==> config.mk <==
export PLATFORM = sky130hd
export DESIGN_NAME = counter_arbiter
export DESIGN_NICKNAME = d
export VERILOG_FILES = /design/src/rtl/counter_arbiter_pkg.sv /design/src/rtl/counter_arbiter_rr_pick4.sv /design/src/rtl/counter_arbiter.sv
export SDC_FILE = /design/constraint.sdc
export NUM_CORES = 1
export LEC_CHECK = 0
export CAP_MARGIN = 15
export CELL_PAD_IN_SITES_DETAIL_PLACEMENT = 2
export CELL_PAD_IN_SITES_GLOBAL_PLACEMENT = 2
export CORE_ASPECT_RATIO = 0.6
export CORE_UTILIZATION = 33
export CTS_BUF_LIST = sky130_fd_sc_hd__clkbuf_16
export DETAILED_ROUTE_END_ITERATION = 8
export DONT_BUFFER_PORTS = 1
export GPL_ROUTABILITY_DRIVEN = 0
export GPL_TIMING_DRIVEN = 0
export PLACE_DENSITY_LB_ADDON = 0.1
export SKIP_CTS_REPAIR_TIMING = 1
export SYNTH_ARGS = -nofsm -noshare
export SYNTH_HDL_FRONTEND = slang
export SYNTH_SLANG_ARGS = --single-unit
==> constraint.sdc <==
create_clock -name clk -period 1.9 [get_ports clk]
set_clock_uncertainty 0.15 [all_clocks]
set_input_delay 0.57 -clock clk [delete_from_list [all_inputs] [get_ports clk]]
set_output_delay 0.57 -clock clk [all_outputs]
set_load 0.05 [all_outputs]
==> src/rtl/counter_arbiter_pkg.sv <==
// -----------------------------------------------------------------------------
// counter_arbiter_pkg
// Shared definitions for the counter arbiter slice: FSM state encoding,
// default time-slice length, and a small one-hot helper.
// No ports (package).
// -----------------------------------------------------------------------------
package counter_arbiter_pkg;

  // Default maximum number of RUN cycles a requester keeps the counter.
  localparam int unsigned DEFAULT_SLICE = 4;

  // Number of requesters sharing the counter.
  localparam int unsigned NUM_REQ = 4;

  typedef enum logic [1:0] {
    ST_IDLE = 2'd0,
    ST_LOAD = 2'd1,
    ST_RUN  = 2'd2,
    ST_REL  = 2'd3
  } state_t;

  // Requester index -> one-hot grant vector.
  function automatic logic [NUM_REQ-1:0] onehot4(input logic [1:0] idx);
    onehot4 = 4'b0001 << idx;
  endfunction

endpackage

==> src/rtl/counter_arbiter_rr_pick4.sv <==
// -----------------------------------------------------------------------------
// rr_pick4
// Combinational round-robin picker for four requesters. The search starts
// at the requester after i_last_owner and wraps, so the previous owner has
// the lowest priority.
// Ports:
//   i_req        [3:0]  request vector, bit i = requester i
//   i_last_owner [1:0]  index of the most recently released owner
//   o_valid             at least one request is present
//   o_winner     [1:0]  index of the chosen requester (only meaningful when
//                       o_valid is high)
// -----------------------------------------------------------------------------
module rr_pick4 (
  input  logic [3:0] i_req,
  input  logic [1:0] i_last_owner,
  output logic       o_valid,
  output logic [1:0] o_winner
);

  logic [1:0] w_idx;

  // Scan from lowest priority (offset 4, i.e. last_owner itself) up to the
  // highest (offset 1); a later hit overwrites an earlier one, so the nearest
  // requester after last_owner ends up as the winner.
  always_comb begin
    o_valid  = |i_req;
    o_winner = i_last_owner;
    w_idx    = '0;
    for (int i = 4; i >= 1; i--) begin
      w_idx = i_last_owner + 2'(i);
      if (i_req[w_idx]) begin
        o_winner = w_idx;
      end
    end
  end

endmodule

==> src/rtl/counter_arbiter.sv <==
// -----------------------------------------------------------------------------
// counter_arbiter
// Grants one of four requesters exclusive use of a shared loadable counter
// for a bounded time slice. Each grant is LOAD (parallel-load the owner's
// start value), up to SLICE cycles of RUN (count), then REL (one-cycle done
// pulse). Outputs are decoded from registered state only.
//
// Handshake: a requester raises req[i] and holds it for as long as it wants
// the counter. gnt[i] rises the cycle after req[i] is sampled in IDLE and
// stays high through LOAD and RUN. The grant ends when req[i] is sampled low
// in RUN or the slice expires; the arbiter then spends one REL cycle with
// done high and gnt low before it looks at requests again. Requests are not
// queued: anything sampled outside IDLE is ignored.
//
// Ports:
//   clk              clock, rising edge
//   rst              synchronous reset, active low
//   req        [3:0] per-requester request
//   start_data [15:0] per-requester counter start value, requester i on
//                    bits [4i+3:4i]
//   gnt        [3:0] one-hot grant, zero when there is no owner
//   cnt_enb          counter enable
//   cnt_modo         counter mode: 1 = parallel load, 0 = count
//   cnt_data   [3:0] counter parallel-load value
//   busy             high in LOAD and RUN
//   done             one-cycle pulse in REL
//   dbg_state        current FSM state, for observation only
// -----------------------------------------------------------------------------
module counter_arbiter
  import counter_arbiter_pkg::*;
#(
  parameter int unsigned SLICE = DEFAULT_SLICE
) (
  input  logic        clk,
  input  logic        rst,
  input  logic [3:0]  req,
  input  logic [15:0] start_data,
  output logic [3:0]  gnt,
  output logic        cnt_enb,
  output logic        cnt_modo,
  output logic [3:0]  cnt_data,
  output logic        busy,
  output logic        done,
  output state_t      dbg_state
);

  localparam logic [3:0] TIMER_LAST = 4'(SLICE - 1);

  state_t     r_state;
  logic [1:0] r_owner;
  logic [1:0] r_last_owner;
  logic [3:0] r_timer;

  state_t     w_state_nxt;
  logic [1:0] w_owner_nxt;
  logic [1:0] w_last_owner_nxt;
  logic [3:0] w_timer_nxt;

  logic       w_pick_valid;
  logic [1:0] w_pick_winner;
  logic       w_run_exit;

  rr_pick4 u_pick (
    .i_req        (req),
    .i_last_owner (r_last_owner),
    .o_valid      (w_pick_valid),
    .o_winner     (w_pick_winner)
  );

  // Slice expiry or owner withdrawal, whichever comes first.
  assign w_run_exit = (r_timer == TIMER_LAST) || !req[r_owner];

  always_ff @(posedge clk) begin
    if (!rst) begin
      r_state      <= ST_IDLE;
      r_owner      <= 2'd0;
      r_last_owner <= 2'd3;
      r_timer      <= 4'd0;
    end else begin
      r_state      <= w_state_nxt;
      r_owner      <= w_owner_nxt;
      r_last_owner <= w_last_owner_nxt;
      r_timer      <= w_timer_nxt;
    end
  end

  always_comb begin
    w_state_nxt      = r_state;
    w_owner_nxt      = r_owner;
    w_last_owner_nxt = r_last_owner;
    w_timer_nxt      = r_timer;
    gnt              = '0;
    cnt_enb          = 1'b0;
    cnt_modo         = 1'b0;
    cnt_data         = '0;
    busy             = 1'b0;
    done             = 1'b0;

    case (r_state)
      ST_IDLE: begin
        if (w_pick_valid) begin
          w_state_nxt = ST_LOAD;
          w_owner_nxt = w_pick_winner;
        end
      end
      ST_LOAD: begin
        gnt         = onehot4(r_owner);
        cnt_enb     = 1'b1;
        cnt_modo    = 1'b1;
        cnt_data    = start_data[{r_owner, 2'b00} +: 4];
        busy        = 1'b1;
        // LOAD never aborts; the timer is cleared so RUN starts at zero.
        w_timer_nxt = 4'd0;
        w_state_nxt = ST_RUN;
      end
      ST_RUN: begin
        gnt         = onehot4(r_owner);
        cnt_enb     = 1'b1;
        busy        = 1'b1;
        w_timer_nxt = r_timer + 4'd1;
        if (w_run_exit) begin
          w_state_nxt = ST_REL;
        end
      end
      ST_REL: begin
        done             = 1'b1;
        w_last_owner_nxt = r_owner;
        w_state_nxt      = ST_IDLE;
      end
      default: begin
        w_state_nxt = ST_IDLE;
      end
    endcase
  end

  assign dbg_state = r_state;

endmodule

### Word level (Yosys, flattened, before mapping)

Index checks and enable logic that the tools add are counted.

| word-level totals | value |
|---|---|
| bits in latches | 0 |
| output and inout bits | 14 |
| bits of input ports | 22 |
| bits in read-only memories | 0 |
| RAM bits | 0 |
| logic and storage cells | 48 |
| register bits | 10 |
| memories kept | 0 |

| cells by class | value |
|---|---|
| multipliers | 0 |
| $lt $le $gt $ge | 4 |
| div/mod/pow operators | 0 |
| mux-type cells | 20 |
| equality and inequality tests | 6 |
| shifts and indexed selects | 2 |
| reductions and logical operators | 8 |
| $add $sub $neg | 4 |
| bitwise logic cells | 0 |

Operators by type and width:

| operator | count |
|---|---|
| $shiftx 16x5->4 | 1 |
| $lt 2x3->1 const B | 4 |
| $mux 2 | 5 |
| $bmux 1 s2 | 4 |
| $mux 4 | 2 |
| $pmux 2 s4 | 1 |
| $pmux 4 s2 | 1 |
| $mux 1 | 7 |
| $add 2x2->2 const B | 2 |
| $add 4x1->4 const B | 1 |
| $eq 2x2->1 const B | 2 |
| $eq 4x2->1 const B | 1 |
| $reduce_and 2->1 | 2 |
| $reduce_or 4->1 | 1 |
| $shl 1x2->4 const A | 1 |
| $add 2x1->2 const B | 1 |
| $eq 2x1->1 const B | 1 |
| $logic_not 2->1 | 1 |
| $ne 2x1->1 const B | 1 |
| $ne 2x2->1 const B | 1 |
| $reduce_bool 2->1 | 1 |
| $reduce_or 2->1 | 1 |
| $logic_not 1->1 | 1 |
| $logic_or 1x1->1 | 1 |

### Longest topological paths before layout

| depth | value |
|---|---|
| word-level depth | 6 |
| depth in mapped cells | 7 |
| mapped depth without buffers | 6 |

### Cells and area by module

Synthesis repeated with hierarchy kept, for this count alone.

| second synthesis, totals | value |
|---|---|
| cells, all modules | 92 |
| area total of the unflattened synthesis | 834.6 um^2 |

Modules (own cells, without submodules):

| module | area each (um^2) | instances | seq. area each (um^2) | cells an instance |
|---|---|---|---|---|
| counter_arbiter | 762.0 | 1 | 200.2 | 78 |
| rr_pick4 | 72.6 | 1 | 0.0 | 14 |

### Worst setup path before layout

No wires, ideal clock.

| timing | value |
|---|---|
| kind | reg2out |
| start | register r_state[0], in the netlist dbg_state[0] |
| end | output port gnt[0] |
| path buffers | 1 |
| data arrival time | 2.916 ns |
| stages on the path, launching flop included | 5 |
| path slack | -1.736 ns |
| required time | 1.180 ns |
| path through | dfxtp_1 inv_1 ha_1 clkbuf_1 nor3b_1 |

| on the way | value |
|---|---|
| word-level cells in the longest chain between the ends | 3 |
| elaborated cells between the ends (all ways) | 4 |
| classes of those cells | 2 x eq/ne; 1 x mux; 1 x reduce/logical |

RTL lines:

| what | line | RTL |
|---|---|---|
| start, declared | counter_arbiter.sv:49 | `state_t r_state;` |
| start signal, assigned | counter_arbiter.sv:80 | `r_state <= w_state_nxt;` |
| $eq 2x2->1 or $eq 2x1->1 (tied branches) | counter_arbiter.sv:99 | `case (r_state)` |
| $reduce_or 2->1 (no line) (*) | - |  |
| $mux 4 (*) | - |  |
| end, declared | counter_arbiter.sv:38 | `output logic [3:0] gnt,` |

Every way passes the cells marked *; elsewhere a longest branch is shown, timed or not.

### Worst setup path after layout

Ends and elaborated chain as after synthesis.

==> run metrics <==
Clock Latency Late Sink 0.24 ns; antenna violations before repair 0; Post-Synthesis Cell Area 753.2 sq um; Switching Share 47.73%; outcome complete, but fails checks; main area contributors after synthesis dfxtp_1, mux4_2, ha_1; failing checks setup timing; fillcell total 205; Max stage delay cell, worst path nor3b_4; Worst Path Required 1.18 ns; Clock Tree Root clkbuf_16; first-pass GRT wire length 3677 microns; fraction of final layout cells sized beyond drive strength 1 45.16%; maximum VDD drop 1.094 mV; Internal Power 1.143 mW; Yosys reg bits 10; largest net degree at the start of global routing 11; Detail Route Antenna Nets 0; synthesized area per cell 9.186 sq um; GRT overflow 0; count of maximum capacitance violations 0; die span in y 39.01 microns; Setup violations, final 12; top-area cell type share of the netlist area 26.58%; YS warnings 0; Synth Net Count 109; core area 0.001997 sq mm; Worst Setup End Kind primary output; final net count 122; Clock power frac 17.1%; Port Buffers 0; Yosys top cell by area dfxtp_1; first-pass iteration count of the detailed router 6; vias in the first global route 697; Distinct cells, synth 32; DR vias 704; Final Util 52.51%; Inserted Clock Buffers 3; maximum clock path buffer count 2; area delta synth->final 39.20%; die span in x 63.68 microns; I/O pin count 36; critical path peak fanout 7; Tcrit/Tclk final 135.3%; WHS 0.3795 ns; Tmin final 2.571 ns; Post-Synthesis Cells 82; Startpoint Class register; WL per Instance 21.70 microns; Reg area 210.2 sq um; All-Layer GR Usage 21.12%; RSZ-0062 raised after global routing yes; Slew Limit Headroom 58.33%; CTS tree built; Initial Util 37.72%; Die Area 0.002484 sq mm; Slew Viols, Final 0; Routed WL 2626 microns; NetSw 1.044 mW; ant diodes 0; Highest Clock Rate 388.9 MHz; clk sink count 10; Leakage 0.3944 nW; post-detail-place hpwl 1766 microns; critical path data arrival time 1.85 ns; Comb power frac 64.2%; Seq pwr share 18.7%; register area share after synthesis 26.58%; Worst-path clk slew 0.04 ns; Rows 12; vias per inst 5.818; DRC 0; Post-Place Worst Slack -0.4709 ns; pwr dens 2086 mW/mm^2; area of the multi-input gates 576.8 sq um; CP max stage delay 0.50 ns; Iter 0 DRT Violations 48; Tot Pwr 2.187 mW; Worst-Margin Slew 0.6251 ns; Hold Fails Final Rpt 0; # H-tree levels 1; final setup margin -0.6712 ns; worst path cell trace inv_4 > ha_4 > buf_8 > nor3b_4; Crit Path Class reg -> out; Hold Path Class reg -> reg
critical path: cells and delay by family, from the launching register on:
| kind | cells | cell delay, ns |
|---|---|---|
| buffers and inverters | 2 | 0.21 |
| DFF | 1 | 0.48 |
| adders and majority gates | 1 | 0.42 |
| and+or+nand+nor | 1 | 0.50 |
registers in the layout, summed over array words and instances (netlist names):
signal,cells
dbg_state,2
r_last_owner,2
r_owner,2
r_timer,4
path summary, 6_finish.rpt:
path	from	end	slack, ns	cells past startpoint
setup reg to reg	r_timer[0]	dbg_state[1]	0.05	5
hold / removal	r_timer[2]	r_timer[2]	0.38	2
hold reg to reg	r_timer[2]	r_timer[2]	0.38	2
setup / recovery	dbg_state[0]	gnt[0]	-0.67	4
power by group through the flow:
stage	clock, mW	sequential (mW)	combinational (mW)
floorplan	0	0.375	0.972
global placement	0	0.390	1.06
detailed placement	0	0.396	1.09
CTS	0.380	0.395	1.10
global route	0.392	0.415	1.49
finish	0.374	0.409	1.41
layout make-up:
| class | instances | share of cell area (%) |
|---|---|---|
| clock buffer | 3 | 7.160 |
| sequential | 10 | 20.05 |
| inverter | 5 | 2.267 |
| multi-input combinational | 61 | 55.01 |
| tap | 28 | 3.341 |
| buffer | 5 | 4.057 |
| timing repair buffer | 9 | 8.115 |
layer usage:
metal / track usage [%] / up-vias / part of all wire (%)
met3: 9.118 / 5 / 6.6
met4: 0 / 0 / 0.88
met5: 0 / - / 0
met2: 37.50 / 27 / 46
li1: - / 318 / -
met1: 25.44 / 354 / 46
cell families (layout without fill, tap and decap cells):
kind of cell	Yosys count	count (layout)	synth area share [%]
buffers and inverters	11	22	6.146
flip-flops	10	10	26.58
AO/OA/AOI/OAI	16	16	16.28
adder cells (fa/ha/maj)	5	5	8.306
AND/OR/NAND/NOR	32	32	23.76
multiplexers	8	8	18.94
synth_stat cells:
master      n
nand4b_1    1
nand2b_1    4
buf_1       1
nand3b_1    1
o21ai_0     3
dfxtp_1    10
nor4_1      1
a2bb2oi_1   1
nor3_1      1
o21a_1      1
buf_2       1
nand3_1     2
clkbuf_1    3
a32oi_2     1
buf_4       1
or3b_2      1
nor3b_1     1
mux2i_1     3
and3_1      1
mux4_2      5
ha_1        5
and2_1      4
nand2_1     7
a21boi_0    5
nor2_1      4
inv_1       5
o221a_2     1
o211ai_1    2
a21oi_1     1
a31oi_1     1
nor2b_1     3
and3b_1     1
cells in the final DEF (no fill, tap or decap), drive strengths merged:
cell | netlist | final
a2bb2oi | 1 | 1
nand2 | 7 | 7
nand4b | 1 | 1
ha | 5 | 5
nor2b | 3 | 3
buf | 3 | 12
and2 | 4 | 4
o211ai | 2 | 2
o221a | 1 | 1
o21a | 1 | 1
nor3 | 1 | 1
dfxtp | 10 | 10
nor4 | 1 | 1
nand3b | 1 | 1
o21ai | 3 | 3
and3 | 1 | 1
nor2 | 4 | 4
inv | 5 | 5
nand2b | 4 | 4
a32oi | 1 | 1
mux4 | 5 | 5
nor3b | 1 | 1
and3b | 1 | 1
nand3 | 2 | 2
a21boi | 5 | 5
or3b | 1 | 1
mux2i | 3 | 3
a21oi | 1 | 1
a31oi | 1 | 1
clkbuf | 3 | 5
metrics by stage:
step,instance area [sq um],instances,setup TNS [ns]
2_1_floorplan,809.5,82,-1.974
3_3_place_gp,844.6,110,-2.671
3_5_place_dp,844.6,110,-2.783
4_1_cts,919.6,113,-5.406
5_1_grt,1049,121,-4.923
6_report,1049,121,-4.405
(Power assumes the default switching activity.)
